File: src/rtl/mips_pipe_pkg.sv
// rtl/mips_pipe_pkg.sv - shared MIPS pipeline constants and fetch entry layout
package mips_pipe_pkg;

    localparam int          DEF_INST_W   = 32;
    localparam int          DEF_ADDR_W   = 32;
    localparam logic [31:0] DEF_RESET_PC = 32'h0000_0000;
    localparam logic [31:0] NOP_INST     = 32'h0000_0000;

    // One buffered fetch: instruction word, its PC and PC+4 (MSB first).
    typedef struct packed {
        logic [DEF_INST_W-1:0] data;
        logic [DEF_ADDR_W-1:0] pc;
        logic [DEF_ADDR_W-1:0] pc4;
    } fetch_entry_t;

    // Packed width of a fetch entry for arbitrary instruction/address widths.
    function automatic int fetch_entry_w(input int inst_w, input int addr_w);
        return inst_w + 2 * addr_w;
    endfunction

endpackage

File: src/rtl/sync_fifo.sv
// rtl/sync_fifo.sv - single-clock FIFO with flush and occupancy count
//
// Ports:
//   clk, rst     clock, asynchronous active-high reset
//   i_push       write i_push_data at the tail
//   i_push_data  entry to write
//   i_pop        retire the head entry
//   i_flush      empty the FIFO (wins over push/pop)
//   o_head_data  head entry, read straight from storage
//   o_count      number of valid entries (0..DEPTH)
module sync_fifo #(
    parameter int               DEPTH   = 4,
    parameter int               WIDTH   = 96,
    parameter logic [WIDTH-1:0] RST_VAL = '0
) (
    input  logic                       clk,
    input  logic                       rst,
    input  logic                       i_push,
    input  logic [WIDTH-1:0]           i_push_data,
    input  logic                       i_pop,
    input  logic                       i_flush,
    output logic [WIDTH-1:0]           o_head_data,
    output logic [$clog2(DEPTH):0]     o_count
);

    localparam int PTR_W = $clog2(DEPTH);
    localparam int CNT_W = PTR_W + 1;

    logic [WIDTH-1:0] r_mem [DEPTH];
    logic [PTR_W-1:0] r_wr_ptr;
    logic [PTR_W-1:0] r_rd_ptr;
    logic [CNT_W-1:0] r_count;

    always_ff @(posedge clk or posedge rst) begin
        if (rst) begin
            for (int i = 0; i < DEPTH; i++) begin
                r_mem[i] <= RST_VAL;
            end
            r_wr_ptr <= '0;
            r_rd_ptr <= '0;
            r_count  <= '0;
        end else if (i_flush) begin
            r_wr_ptr <= '0;
            r_rd_ptr <= '0;
            r_count  <= '0;
        end else begin
            if (i_push) begin
                r_mem[r_wr_ptr] <= i_push_data;
                r_wr_ptr        <= r_wr_ptr + PTR_W'(1);
            end
            if (i_pop) begin
                r_rd_ptr <= r_rd_ptr + PTR_W'(1);
            end
            r_count <= r_count + CNT_W'(i_push) - CNT_W'(i_pop);
        end
    end

    assign o_head_data = r_mem[r_rd_ptr];
    assign o_count     = r_count;

endmodule

File: src/rtl/if_prefetch_queue.sv
// rtl/if_prefetch_queue.sv - in-order instruction prefetch queue feeding IF/ID
//
// Ports:
//   clk, rst                     clock, asynchronous active-high reset
//   imem_req_valid/ready/addr    fetch request channel to instruction memory
//   imem_rsp_valid/data          in-order response words from instruction memory
//   stall                        hold the head entry (no dequeue)
//   redirect_valid/pc            taken branch/jump: flush and refetch from redirect_pc
//   inst_valid/data/pc/pc4       head entry presented to IF/ID
module if_prefetch_queue
    import mips_pipe_pkg::*;
#(
    parameter int                DEPTH    = 4,
    parameter int                ADDR_W   = DEF_ADDR_W,
    parameter int                DATA_W   = DEF_INST_W,
    parameter logic [ADDR_W-1:0] RESET_PC = ADDR_W'(DEF_RESET_PC)
) (
    input  logic              clk,
    input  logic              rst,
    output logic              imem_req_valid,
    input  logic              imem_req_ready,
    output logic [ADDR_W-1:0] imem_addr,
    input  logic              imem_rsp_valid,
    input  logic [DATA_W-1:0] imem_rsp_data,
    input  logic              stall,
    input  logic              redirect_valid,
    input  logic [ADDR_W-1:0] redirect_pc,
    output logic              inst_valid,
    output logic [DATA_W-1:0] inst_data,
    output logic [ADDR_W-1:0] inst_pc,
    output logic [ADDR_W-1:0] inst_pc4
);

    localparam int CNT_W   = $clog2(DEPTH) + 1;
    localparam int ENTRY_W = fetch_entry_w(DATA_W, ADDR_W);
    localparam logic [ENTRY_W-1:0] ENTRY_RST = {DATA_W'(NOP_INST), {(2*ADDR_W){1'b0}}};

    logic [ADDR_W-1:0]  r_fetch_pc;
    logic [ADDR_W-1:0]  r_rsp_pc;
    logic [CNT_W-1:0]   r_outstanding;
    logic [CNT_W-1:0]   r_drop_cnt;

    logic [CNT_W-1:0]   w_count;
    logic [ENTRY_W-1:0] w_head;
    logic [CNT_W:0]     w_credit_used;
    logic               w_req_fire;
    logic               w_rsp_ok;
    logic               w_drop;
    logic               w_push;
    logic               w_pop;
    logic [CNT_W-1:0]   w_out_next;

    // Buffered plus in-flight fetches may never exceed DEPTH, so every
    // response is guaranteed a free slot when it lands.
    assign w_credit_used  = (CNT_W+1)'(w_count) + (CNT_W+1)'(r_outstanding);
    assign imem_req_valid = !rst && !redirect_valid && (w_credit_used < (CNT_W+1)'(DEPTH));
    assign imem_addr      = r_fetch_pc;
    assign w_req_fire     = imem_req_valid && imem_req_ready;

    // A response with nothing outstanding is a protocol error and is ignored.
    assign w_rsp_ok   = imem_rsp_valid && (r_outstanding != '0);
    assign w_drop     = w_rsp_ok && (r_drop_cnt != '0);
    assign w_push     = w_rsp_ok && !w_drop && !redirect_valid;
    assign w_pop      = inst_valid && !stall && !redirect_valid;
    assign w_out_next = r_outstanding + CNT_W'(w_req_fire) - CNT_W'(w_rsp_ok);

    always_ff @(posedge clk or posedge rst) begin
        if (rst) begin
            r_fetch_pc    <= RESET_PC;
            r_rsp_pc      <= RESET_PC;
            r_outstanding <= '0;
            r_drop_cnt    <= '0;
        end else begin
            r_outstanding <= w_out_next;
            if (redirect_valid) begin
                // Everything still in flight after this cycle belongs to the
                // old stream and must be discarded on arrival.
                r_fetch_pc <= redirect_pc;
                r_rsp_pc   <= redirect_pc;
                r_drop_cnt <= w_out_next;
            end else begin
                if (w_req_fire) begin
                    r_fetch_pc <= r_fetch_pc + ADDR_W'(4);
                end
                if (w_push) begin
                    r_rsp_pc <= r_rsp_pc + ADDR_W'(4);
                end
                if (w_drop) begin
                    r_drop_cnt <= r_drop_cnt - CNT_W'(1);
                end
            end
        end
    end

    sync_fifo #(
        .DEPTH   (DEPTH),
        .WIDTH   (ENTRY_W),
        .RST_VAL (ENTRY_RST)
    ) u_fifo (
        .clk         (clk),
        .rst         (rst),
        .i_push      (w_push),
        .i_push_data ({imem_rsp_data, r_rsp_pc, r_rsp_pc + ADDR_W'(4)}),
        .i_pop       (w_pop),
        .i_flush     (redirect_valid),
        .o_head_data (w_head),
        .o_count     (w_count)
    );

    assign inst_valid = (w_count != '0);
    assign inst_data  = w_head[ENTRY_W-1 -: DATA_W];
    assign inst_pc    = w_head[2*ADDR_W-1 -: ADDR_W];
    assign inst_pc4   = w_head[ADDR_W-1:0];

    a_outstanding_max: assert property (@(posedge clk) disable iff (rst) r_outstanding <= CNT_W'(DEPTH));
    a_count_max:       assert property (@(posedge clk) disable iff (rst) w_count <= CNT_W'(DEPTH));
    a_drop_max:        assert property (@(posedge clk) disable iff (rst) r_drop_cnt <= CNT_W'(DEPTH));
    a_rsp_protocol:    assert property (@(posedge clk) disable iff (rst) !(imem_rsp_valid && r_outstanding == '0));

endmodule

File: config.mk
export PLATFORM = sky130hd
export DESIGN_NAME = if_prefetch_queue
export DESIGN_NICKNAME = d
export VERILOG_FILES = /design/src/rtl/mips_pipe_pkg.sv /design/src/rtl/sync_fifo.sv /design/src/rtl/if_prefetch_queue.sv
export SDC_FILE = /design/constraint.sdc
export NUM_CORES = 1
export LEC_CHECK = 0
export CORE_ASPECT_RATIO = 0.75
export CORE_MARGIN = 10
export CORE_UTILIZATION = 50
export DETAILED_ROUTE_END_ITERATION = 16
export HOLD_SLACK_MARGIN = 0.15
export PLACE_DENSITY = 0.71
export SLEW_MARGIN = 15
export SYNTH_ARGS = -nofsm -noshare
export SYNTH_HDL_FRONTEND = slang
export SYNTH_SLANG_ARGS = --single-unit
File: constraint.sdc
create_clock -name clk -period 23.4 [get_ports clk]
set_input_delay 4.68 -clock clk [delete_from_list [all_inputs] [get_ports clk]]
set_output_delay 4.68 -clock clk [all_outputs]
set_load 0.005 [all_outputs]
Word level (Yosys, flattened, before mapping) --
Index checks and enable logic that the tools add are counted.
Storage, ports and cells: output and inout port bits 130, flip-flop bits (word level) 461, input port bits 70
Operators by class: add/sub/neg operators 10, bitwise logic cells 3, $lt $le $gt $ge 4, multiplexer cells 17, reductions and logical operators 22
Operators with widths (count):
- bitwise mux 384 bit | 1
- two-way mux 96 bit | 3
- binary-select mux 96 bit (select 2 bit) | 1
- demux 96 bit (select 2 bit) | 1
- two-way mux 32 bit | 4
- adder 32 x 3 -> 32 bit (second input constant) | 2
- logical AND 1 bit | 10
- two-way mux 3 bit | 3
- nonzero test 3 bit | 3
- two-way mux 2 bit | 4
- nonzero test 2 bit | 4
- adder 3 x 1 -> 3 bit | 2
- >= comparator 3 bit (second input constant) | 2
- inverter 2 -> 3 bit | 2
- subtractor 3 x 1 -> 3 bit | 2
- adder 2 x 1 -> 2 bit (second input constant) | 2
- adder 3 x 3 -> 4 bit | 1
- zero test 1 bit | 4
- < comparator 4 x 3 -> 1 bit (second input constant) | 1
- < comparator 3 x 1 -> 1 bit (second input constant) | 1
- subtractor 3 x 1 -> 3 bit (second input constant) | 1
- AND reduction 2 bit | 1
- inverter 1 bit | 1

Depth between registers and ports, before layout --
word-level depth 9, depth in mapped cells 13

Hierarchy --
From an unflattened synthesis, not the netlist that was laid out.
Unflattened totals: cells, all modules 1474, area total of the unflattened synthesis 21872.2 um^2
Modules (own cells, without submodules):
- sync_fifo | cells each 965, area each 17489.3 um^2, instances 1, sequential area each 9784.4 um^2
- if_prefetch_queue | cells each 509, area each 4383.0 um^2, instances 1, sequential area each 1751.7 um^2

Worst setup path after synthesis --
OpenSTA, ideal clock, no wires.
path type input to output, start point input port redirect_valid, end point output port imem_req_valid, arrival 5.709 ns, slack 13.011 ns, stages on the path 4, path buffers 1, cells stage by stage buf_6 -> or4_4 -> or2_2 -> nor2_1
On the way: word-level cells in the longest chain between the ends 3
Ends and longest elaborated chain:
- start: declaration | line if_prefetch_queue.sv:26 | input logic redirect_valid,
- zero test 1 bit | line if_prefetch_queue.sv:56 | assign imem_req_valid = !rst && !redirect_valid && (w_credit_used < (CNT_W+1)'(DEPTH));
- logical AND 1 bit (2 in series) | line if_prefetch_queue.sv:56
- end: declaration | line if_prefetch_queue.sv:20 | output logic imem_req_valid,
Every way passes these cells.

Worst setup path after layout --
start point input port rst, end point output port imem_req_valid
On the way: word-level cells in the longest chain between the ends 3
Ends and longest elaborated chain:
- start: declaration | line if_prefetch_queue.sv:19 | input logic rst,
- zero test 1 bit (no source line)
- logical AND 1 bit (2 in series) | line if_prefetch_queue.sv:56
Every way passes these cells.

==> qor.yml <==
drt:
  avgViaCountPerCell: 5.872
  first_iter_violations: 1096
  top_layer_used: "met5"
  firstDrtPassIters: 5
  wl_met3_um: 3124
  routedWlPerCell_um: 22.13
  wl_met1_um: 23640
  finalWirelength_um: 53510
  ant_nets: 0
  post-route-drc-count: 0
  vias: 14199
  wl_met2_um: 25680
setup_path:
  cp_common_cell: "clkdlybuf4s50_1"
  required_ps: 18720
  reg2regPathDepth: 12
  crit_slowest_cell: "or4_4"
  crit_type: "in -> out"
  r2r_end: "r_drop_cnt[2]"
  max_stage_delay_ps: 600
  cp-end-kind: "output pin"
  start_kind: "input pin"
  worstPathArrival_ps: 6720
  cp-endpoint: "imem_req_valid"
  r2r_start: "u_fifo.o_count[2]"
  reg2reg_slack_ps: 19170
  path_max_fanout: 3
  path_cells: "clkdlybuf4s50_1 -> or4_4 -> or2_2 -> nor2_1 -> clkdlybuf4s50_1"
  crit_start: "rst"
yosys:
  synth_compound_area_share_pct: 5.332
  synth_top_family_by_area: "multiplexers"
  ys_ff_latch: 453
  yosys.area_share.adder_pct: 1.042
  syn_nets: 1801
  yosysUniqueCellTypes: 46
  ys.flop_type: "dfrtp_1"
  muxShareOfSynthArea_pct: 22.09
  synth_xor_area_share_pct: 2.969
  synth-simple-area-share_pct: 10.70
  synth_seq_area_share_pct: 54.90
  synth_edf_count: 0
  ys_warn_count: 0
  synthArstFlopShare_pct: 100.0
  synth.largest_area_cell: "dfrtp_1"
  synth_area_leaders: "dfrtp_1, mux2_2, mux4_2"
  netlist_instances: 1715
  synth_top_area_share_pct: 54.90
  syn_avg_cell_area_sq_um: 12.04
  netlist_area_sq_um: 20650
clock_network:
  clock-sinks: 453
  clock_latency_ps: 560
  clk_pin_slew_ps: 60
  cts.repair.resized: 0
  cts_tree: "done"
  numCtsBuffers: 46
  cts_root_buf: "clkbuf_16"
  cts_htree_levels: 2
  clockBufferDepth: 3
  cts_hold_buf: 0
  cts_setup_buffers: 0
sta:
  rsz0062_at_grt: "no"
  relSlewSlack_pct: 30.31
  period_share_pct: 48.70
  setup_viol: 0
  layout_min_cycle_time_ps: 11400
  tightest_slew_ps: 1036
  final-hold-violation-count: 0
  finalMaxSlewViolations: 0
  tns_ps: 0
  skew_ps: 27.89
  fmax_ghz: 0.08775
grt:
  grt_pass1_vias: 14736
  antenna_found_initial: 1
  grt_usage_pct: 21.44
  grt_start_max_net_pins: 156
  grt_first_pass_wirelength_um: 84480
  gr-total-overflow: 0
power_and_ir_drop:
  power.switching_w: 0.0007576
  leakagePower_nw: 11.02
  clkPwrFrac_pct: 28.8
  pwr-share-seq_pct: 41.1
  sw_frac_of_total_pct: 28.73
  p_per_area_nw_per_um2: 107.3
  vdd.ir_drop.worst_v: 0.00006000
  power_w: 0.002637
  p_int_w: 0.001880
  combPwrFrac_pct: 30.1
place:
  hpwl_um: 34340
  place.gp.congestion: 0.8959
  post-place-cells: 2334
  port_buffers: 199
finish:
  fin_nets: 1941
  regArea_sq_um: 11340
  finalNonFillerCells: 2418
  drive_gt1_share_pct: 22.38
  multiInputGateArea_sq_um: 8736
  area_delta_synth_final_pct: 19.07
  utilization_pct: 60.32
  num-fill-cells: 3198
  n_antenna_cell: 0
floorplanning:
  start_util_pct: 50.66
  ios: 200
  dieArea_sq_um: 49910
  dieHeight_um: 196.0
  coreArea_sq_um: 40760
  die_w_um: 254.7
  row_count: 64
job:
  drv_cap: 0
worst_hold_path:
  min-delay-path-class: "reg -> reg"
outcome:
  outcome: "finished clean"
## synthesized netlist by cell type, types with 15 or more instances
library cell    n
o311ai_0       17
inv_1          33
nand3_1        43
clkbuf_1      106
nand4_1        27
buf_1          15
mux2_2        217
mux4_2         94
o21ai_0       142
xor2_1         39
dfrtp_1       453
nor3_1         18
nor2_1         31
nand2_1       356
xnor2_1        31
## through the flow
step | worst slack (ps) | hold slack [ps] | cell area (sq um)
floorplan | 6093 | 440.5 | 20650
global placement | 12020 | 453.3 | 22990
detailed placement | 12020 | 459.3 | 22990
CTS | 12000 | 474.8 | 24550
global route | 11930 | 494.4 | 24590
finish | 12000 | 474.1 | 24590
## layer usage
layer  global-route usage, %  vias to the layer above
li1                        -                     6333
met1                   29.77                     7372
met2                   34.62                      415
met3                   3.566                       77
met4                   5.455                        2
met5                       0                        -
## placed cells by master (no fill, tap or decap), types with 32 or more instances in the layout
| master | instances |
|---|---|
| nand3_1 | 43 |
| mux2_2 | 217 |
| inv_1 | 32 |
| clkbuf_16 | 47 |
| nand2_1 | 352 |
| clkdlybuf4s50_1 | 198 |
| o21ai_0 | 142 |
| xor2_1 | 39 |
| dfrtp_1 | 451 |
| mux4_2 | 94 |
## layout make-up
| type | count | share of cell area [%] |
|---|---|---|
| Clock inverter | 22 | 1.028 |
| Clock buffer | 61 | 5.323 |
| Timing Repair Buffer | 218 | 8.758 |
| Tap cell | 528 | 2.687 |
| Sequential cell | 453 | 46.14 |
| Inverter | 33 | 0.5344 |
| Multi-Input combinational cell | 1103 | 35.53 |
## logic make-up after synthesis
group / count (synthesis)
buf+inv: 159
mux: 311
compound gates: 192
xor+xnor: 70
fa+ha+maj: 16
flops: 453
simple gates: 514
## registers in the layout (all words and copies together) (netlist names)
register,count
r_drop_cnt,3
r_rsp_pc,32
u_fifo.r_wr_ptr,2
u_fifo.r_mem,376
imem_addr,32
u_fifo.r_rd_ptr,2
r_outstanding,3
u_fifo.o_count,3
## power groups by stage
stage	Sequential (W)	Clock (W)	Combinational [W]
after floorplan	0.00103	0	0.000455
after global placement	0.00108	0	0.000788
after detailed placement	0.00109	0	0.000806
after CTS	0.00108	0.000773	0.000811
after global routing	0.00111	0.000805	0.000865
final	0.00108	0.000760	0.000795
## critical path, delay by kind of cell
family                 cells  cell delay (ps)
AND/OR/NAND/NOR            3             1000
buffers and inverters      2             1030
## worst min-delay path by stage
| stage | from | endpoint | slack [ps] | depth (start not counted) |
|---|---|---|---|---|
| after global routing | u_fifo.r_mem[236] | u_fifo.r_mem[236] | 490 | 2 |
| after floorplan | u_fifo.r_mem[195] | u_fifo.r_mem[195] | 440 | 2 |
| after CTS | u_fifo.r_mem[251] | u_fifo.r_mem[251] | 470 | 2 |
| after global placement | u_fifo.r_mem[259] | u_fifo.r_mem[259] | 450 | 2 |
| after detailed placement | u_fifo.r_mem[251] | u_fifo.r_mem[251] | 460 | 2 |
| final | u_fifo.r_mem[242] | u_fifo.r_mem[242] | 470 | 2 |
Note: power is estimated with default switching activity, not from simulation.
